==> src/rtl/us_cmd_arbiter_pkg.sv <==
// ============================================================================
//  Module   : us_cmd_arbiter_pkg
//  Purpose  : Shared command-word layout, type codes and arbiter state type.
//  Revision : 1.0  initial release
// ============================================================================
`timescale 1ns/1ps
`default_nettype none

package us_cmd_arbiter_pkg;

   localparam logic [1:0] US_CMD_WR32_TYPE = 2'b01;
   localparam logic [1:0] US_CMD_CPLD_TYPE = 2'b10;

   localparam int WORD_W     = 128;
   localparam int CPL_DESC_W = 55;
   localparam int TYPE_LSB   = 62;
   localparam int LEN_LSB    = 57;
   localparam int ID_LSB     = 55;
   localparam int ADDR_LSB   = 0;

   typedef enum logic [1:0] {
      ST_IDLE  = 2'd0,
      ST_ISSUE = 2'd1,
      ST_GAP   = 2'd2
   } arb_state_t;

   // Returns {found, index} of the lowest set bit in free_mask.
   function automatic logic [2:0] lowest_free(input logic [3:0] free_mask);
      logic [2:0] r;
      r = 3'b000;
      for (int i = 3; i >= 0; i--) begin
         if (free_mask[i]) r = {1'b1, 2'(i)};
      end
      return r;
   endfunction

endpackage

`default_nettype wire

==> src/rtl/us_cmd_slot_alloc.sv <==
// ============================================================================
//  Module   : us_cmd_slot_alloc
//  Purpose  : cmd_id busy bitmap, lowest-free encoder and completion checking.
//  Revision : 1.0  initial release
// ============================================================================
`timescale 1ns/1ps
`default_nettype none

module us_cmd_slot_alloc
   import us_cmd_arbiter_pkg::*;
#(
   parameter int NUM_SLOTS = 2
) (
   input  logic       clk,
   input  logic       rst_n,
   input  logic       alloc_en,
   input  logic [1:0] alloc_id,
   input  logic       free_en,
   input  logic [1:0] free_id,
   output logic [3:0] slot_busy,
   output logic       free_avail,
   output logic [1:0] free_id_low,
   output logic       compl_err
);

   localparam logic [3:0] SLOT_MASK = 4'((1 << NUM_SLOTS) - 1);

   logic [3:0] r_busy;
   logic       r_err;
   logic [3:0] w_alloc_mask;
   logic [3:0] w_free_mask;
   logic       w_free_ok;
   logic [2:0] w_low;

   always_comb begin
      w_free_ok    = free_en && SLOT_MASK[free_id] && r_busy[free_id];
      w_alloc_mask = alloc_en ? ((4'b0001 << alloc_id) & SLOT_MASK) : 4'b0000;
      w_free_mask  = w_free_ok ? (4'b0001 << free_id) : 4'b0000;
      // Only the registered bitmap is searched, so a slot freed this cycle waits a cycle.
      w_low        = lowest_free(~r_busy & SLOT_MASK);
   end

   always_ff @(posedge clk or negedge rst_n) begin
      if (!rst_n) begin
         r_busy <= 4'b0000;
         r_err  <= 1'b0;
      end else begin
         r_busy <= (r_busy | w_alloc_mask) & ~w_free_mask;
         r_err  <= free_en && !w_free_ok;
      end
   end

   assign slot_busy   = r_busy;
   assign free_avail  = w_low[2];
   assign free_id_low = w_low[1:0];
   assign compl_err   = r_err;

endmodule

`default_nettype wire

==> src/rtl/us_cmd_arbiter.sv <==
// ============================================================================
//  Module   : us_cmd_arbiter
//  Purpose  : Round-robin CPLD / WR32 arbiter and sole writer of us_cmd_fifo.
//  Revision : 1.0  initial release
// ============================================================================
`timescale 1ns/1ps
`default_nettype none

module us_cmd_arbiter
   import us_cmd_arbiter_pkg::*;
#(
   parameter int NUM_SLOTS = 2
) (
   input  logic                  clk,
   input  logic                  rst_n,
   input  logic                  cpl_req_i,
   input  logic [CPL_DESC_W-1:0] cpl_desc_i,
   output logic                  cpl_ack_o,
   input  logic                  wr_req_i,
   input  logic [4:0]            wr_len_i,
   input  logic [31:0]           wr_addr_i,
   output logic                  wr_ack_o,
   output logic [1:0]            wr_id_o,
   input  logic                  up_wr_cmd_compl_i,
   input  logic [1:0]            cmd_id_i,
   input  logic                  us_cmd_fifo_full_i,
   input  logic                  us_cmd_fifo_prog_full_i,
   output logic [WORD_W-1:0]     us_cmd_fifo_din_o,
   output logic                  us_cmd_fifo_wr_en_o,
   output logic [3:0]            slot_busy_o,
   output logic                  compl_err_o
);

   arb_state_t        r_state;
   arb_state_t        w_state_nxt;
   logic              r_grant_cpl;
   logic              w_grant_cpl_nxt;
   logic              r_rr_cpl;
   logic              w_rr_cpl_nxt;
   logic [1:0]        r_wr_id;
   logic [1:0]        w_wr_id_nxt;
   logic              w_elig_cpl;
   logic              w_elig_wr;
   logic              w_issue;
   logic              w_cpl_ack;
   logic              w_wr_ack;
   logic [WORD_W-1:0] w_din;
   logic              w_free_avail;
   logic [1:0]        w_free_id_low;

   us_cmd_slot_alloc #(
      .NUM_SLOTS (NUM_SLOTS)
   ) u_slot_alloc (
      .clk         (clk),
      .rst_n       (rst_n),
      .alloc_en    (w_wr_ack),
      .alloc_id    (r_wr_id),
      .free_en     (up_wr_cmd_compl_i),
      .free_id     (cmd_id_i),
      .slot_busy   (slot_busy_o),
      .free_avail  (w_free_avail),
      .free_id_low (w_free_id_low),
      .compl_err   (compl_err_o)
   );

   always_ff @(posedge clk or negedge rst_n) begin
      if (!rst_n) begin
         r_state     <= ST_IDLE;
         r_grant_cpl <= 1'b0;
         r_rr_cpl    <= 1'b1;
         r_wr_id     <= 2'd0;
      end else begin
         r_state     <= w_state_nxt;
         r_grant_cpl <= w_grant_cpl_nxt;
         r_rr_cpl    <= w_rr_cpl_nxt;
         r_wr_id     <= w_wr_id_nxt;
      end
   end

   always_comb begin
      w_state_nxt     = r_state;
      w_grant_cpl_nxt = r_grant_cpl;
      w_rr_cpl_nxt    = r_rr_cpl;
      w_wr_id_nxt     = r_wr_id;
      w_issue         = 1'b0;
      // Completions ignore prog_full so the non-posted read path keeps draining.
      w_elig_cpl      = cpl_req_i && !us_cmd_fifo_full_i;
      w_elig_wr       = wr_req_i && !us_cmd_fifo_prog_full_i && !us_cmd_fifo_full_i
                        && w_free_avail;

      case (r_state)
         ST_IDLE: begin
            if (w_elig_cpl || w_elig_wr) begin
               w_grant_cpl_nxt = w_elig_cpl && (!w_elig_wr || r_rr_cpl);
               w_wr_id_nxt     = w_free_id_low;
               w_state_nxt     = ST_ISSUE;
            end
         end
         ST_ISSUE: begin
            w_issue      = 1'b1;
            w_rr_cpl_nxt = !r_grant_cpl;
            w_state_nxt  = ST_GAP;
         end
         ST_GAP: begin
            w_state_nxt = ST_IDLE;
         end
         default: begin
            w_state_nxt = ST_IDLE;
         end
      endcase

      w_cpl_ack = w_issue && r_grant_cpl;
      w_wr_ack  = w_issue && !r_grant_cpl;

      w_din = '0;
      if (w_cpl_ack) begin
         w_din[TYPE_LSB +: 2]         = US_CMD_CPLD_TYPE;
         w_din[CPL_DESC_W-1:0]        = cpl_desc_i;
      end else if (w_wr_ack) begin
         w_din[TYPE_LSB +: 2]         = US_CMD_WR32_TYPE;
         w_din[LEN_LSB +: 5]          = wr_len_i;
         w_din[ID_LSB +: 2]           = r_wr_id;
         w_din[ADDR_LSB +: 32]        = wr_addr_i;
      end
   end

   assign us_cmd_fifo_wr_en_o = w_issue;
   assign us_cmd_fifo_din_o   = w_din;
   assign cpl_ack_o           = w_cpl_ack;
   assign wr_ack_o            = w_wr_ack;
   assign wr_id_o             = w_wr_ack ? r_wr_id : 2'd0;

endmodule

`default_nettype wire

==> config.mk <==
export PLATFORM = sky130hd
export DESIGN_NAME = us_cmd_arbiter
export DESIGN_NICKNAME = d
export VERILOG_FILES = /design/src/rtl/us_cmd_arbiter_pkg.sv /design/src/rtl/us_cmd_slot_alloc.sv /design/src/rtl/us_cmd_arbiter.sv
export SDC_FILE = /design/constraint.sdc
export NUM_CORES = 1
export LEC_CHECK = 0
export BUFFER_PORTS_ARGS = -buffer_cell sky130_fd_sc_hd__buf_2
export CAP_MARGIN = 20
export CORE_AREA = 3 3 92 94
export DETAILED_ROUTE_END_ITERATION = 10
export DIE_AREA = 0 0 95 97
export PLACE_DENSITY = 0.65
export SETUP_SLACK_MARGIN = 0.15
export SLEW_MARGIN = 20
export SYNTH_ARGS = -nofsm -noshare
export SYNTH_HDL_FRONTEND = slang
export SYNTH_SLANG_ARGS = --single-unit
==> constraint.sdc <==
create_clock -name clk -period 2.5 [get_ports clk]
set_input_delay 0.125 -clock clk [delete_from_list [all_inputs] [get_ports clk]]
set_output_delay 0.125 -clock clk [all_outputs]
set_load 0.01 [all_outputs]
==> summary.txt <==
STA
  – Final Critical Period: 1.86 ns
  – Fmax: 538 MHz
  – Hold Fails Final Rpt: 0
  – Final period util: 0.744
  – Slew HR: 0.606
  – Worst Clk Skew: 0.000146 ns
  – # setup viols final: 0
  – Final Slew Violations: 0
  – RSZ-0062 raised after global routing: false
  – Setup TNS: 0 ns
  – Worst Tran Pin Value: 0.591 ns

Synthesis
  – Avg Inst Size Synth: 7.77 sq um
  – Post-Synthesis Cells: 216
  – Seq/Total Area, Yosys: 0.150
  – Async S/R FF share, synth: 1.00
  – Count leader, synth: buf_4
  – Most frequent cells after synthesis: buf_4 (71), nor2_1 (34), mux2i_1 (33)
  – Top cells by area, synth: buf_4 (32%), mux2i_1 (20%), dfrtp_1 (13%)
  – Area share of the largest cell type after synthesis: 0.318
  – Netlist cell types: 28
  – Yosys top cell by area: buf_4
  – Syn. warnings: 0
  – Yosys reg bits: 10
  – Number of synthesized flops with an enable pin: 0
  – Synthesized area: 1680 sq um
  – Main synth FF type: dfrtp_1

Clock network
  – Clk pin slew, worst setup/hold paths: 0.05 ns
  – Hold Buf Count CTS: 1
  – Clock Latency Late Sink: 0.24 ns
  – Clock sinks: 10
  – Post-cts sizing count: 0
  – Clock Tree Root: clkbuf_8
  – Post-CTS setup buffers: 0
  – CTS H-Tree Depth: 1
  – TritonCTS clock tree: built
  – Clk buf depth: 2
  – CTS Buf Count: 3

Placed design
  – Routability cong.: 0.780
  – Area after DPL: 2330 sq um
  – Detailed Place HPWL: 4.53 mm
  – Cell count after placement: 475
  – # port buffers: 172

Power and ir drop
  – Sw frac: 0.424
  – PwrDens: 468 nW/um^2
  – Seq pwr share: 0.267
  – Cell internal pwr: 646 uW
  – Clock power frac: 0.180
  – Combinational group share of total power: 0.553
  – Net Switching: 476 uW
  – Max VDD drop: 0.177 mV
  – Pleak: 0.00171 uW

Die
  – Num rows: 32
  – Die W: 95 microns
  – Initial core utilization: 0.217
  – Core area: 7730 sq um
  – Io pins: 239
  – Die height: 97 microns
  – Die ar.: 9220 sq um

Drt
  – Vias post-DR: 1809
  – Total Wirelength: 5.24 mm
  – Drc violations: 0
  – Post-DRT Antenna Nets: 0
  – TritonRoute pass-1 iters: 4
  – Initial DRC count: 32
  – Via density: 3.77
  – Wire length per cell: 10.9 microns

Setup path
  – Critical Path AT: 1.73 ns
  – CP required: 2.38 ns
  – Crit-path max cell delay: 0.74 ns
  – Reg2Reg Launch Point: r_state[1]$_DFFE_PN0P_
  – CP max stage cell: dfrtp_2
  – Critical path origin: r_grant_cpl$_DFFE_PN0P_
  – CP top delay family: flip-flops
  – CP Max Fanout: 34
  – Startpoint types: flip-flop
  – Worst path bufs/invs: 2
  – WS Path Type: reg -> out
  – CP cell instances: buf_4, mux2i_1, nor2_1, buf_2
  – Type of element capturing the critical path: primary output

Global route
  – Global-route wire length before repair: 7.35 mm
  – Gr busiest metal: met2
  – Grt met3 use: 0.0124
  – GRT Overall Usage: 0.0963
  – Vias in the first global route: 1562
  – GR Overflow Total: 0
  – Met2 Usage GRT: 0.195
  – Initial antenna violation count: 0
  – Largest net degree at the start of global routing: 35
  – Met1 usage: 0.0994

Layout
  – Final instance area: 2400 sq um
  – # nets final: 480
  – ANT cells: 0
  – Area Growth Syn to Fin: 43.0%
  – Fill cells: 864
  – Fraction of layout cells with a size suffix above 1: 0.487
  – Non-Filler Instances: 480

Job
  – Max-cap violations: 0

Worst hold path
  – Worst min-delay path class: in -> reg
  – HP Start: up_wr_cmd_compl_i

Run status
  – Outcome: finished clean
[worst reg2reg max path: cells and delay by family, from the launching register on]
kind	cells	cell delay (ns)
buffers and inverters	1	0.20
flip-flops	1	0.39
AND/OR/NAND/NOR	3	0.84
[path summary, 6_finish.rpt]
check | endpoint | slack, ns | cells after the start
min reg2reg | u_slot_alloc.slot_busy[2]$_DFF_PN0_ | 0.38 | 0
min | u_slot_alloc.compl_err$_DFF_PN0_ | 0.12 | 2
max in group asynchronous | r_rr_cpl$_DFFE_PN1N_ | 1.95 | 2
max reg2reg | r_rr_cpl$_DFFE_PN1N_ | 1.00 | 4
max | us_cmd_fifo_din_o[30] | 0.64 | 4
min in group asynchronous | u_slot_alloc.compl_err$_DFF_PN0_ | 0.30 | 2
[routing by layer]
metal | wire length, microns | share of wire
met5 | 0 | 0
met4 | 48 | 0.0092
met3 | 650 | 0.12
met2 | 2810 | 0.54
met1 | 1730 | 0.33
[state kept, by name, summed over array words and instances (netlist names)]
signal / flops
r_grant_cpl: 1
r_rr_cpl: 1
r_state: 2
r_wr_id: 1
u_slot_alloc.compl_err: 1
u_slot_alloc.slot_busy: 4
[metrics by stage]
| stage | util | setup slack [ns] | hold WS (ns) | power (uW) |
|---|---|---|---|---|
| after floorplan | - | 1.27 | -0.171 | 789 |
| after global placement | 0.302 | 0.891 | -0.00997 | 911 |
| after detailed placement | 0.302 | 0.806 | -0.00305 | 925 |
| after CTS | 0.310 | 0.550 | 0.111 | 1130 |
| after global routing | 0.310 | 0.469 | 0.128 | 1220 |
| final | 0.310 | 0.640 | 0.115 | 1120 |
[layout make-up]
cell class                      instances  area [sq um]  area share
Clock buffer                            4          55.1      0.0230
Inverter                                4          17.5     0.00730
Multi-Input combinational cell        184          1040       0.433
Sequential cell                        10           253       0.105
Tap cell                              102           128      0.0532
Timing Repair Buffer                  176           906       0.378
[logic make-up after synthesis]
logic type | after synthesis | share of synthesized area
multiplexers | 33 | 0.197
other | 1 | 0.00223
buffers and inverters | 87 | 0.376
flip-flops | 10 | 0.150
AND/OR/NAND/NOR | 75 | 0.233
AO/OA/AOI/OAI | 10 | 0.0418
[layout by cell type (no fill, tap or decap), types with 2 or more instances in the layout]
cell      Yosys  routed
buf_4        71       2
mux2i_1      33      33
buf_2         4     172
clkbuf_8      0       4
a21oi_1       2       2
nand2b_1      4       4
o21a_1        2       2
nand2_1       2       2
nor2_1       34      34
dfrtp_1       9       8
and3_1       23      23
conb_1        1      66
inv_1         3       3
and2_1        7       7
[power groups by stage]
stage               clock network [uW]  registers, uW  logic, uW
finish                             202            299        620
global route                       216            312        688
CTS                                207            299        628
detailed placement                   0            302        624
global placement                     0            297        614
floorplan                            0            251        538
(Power assumes the default switching activity.)
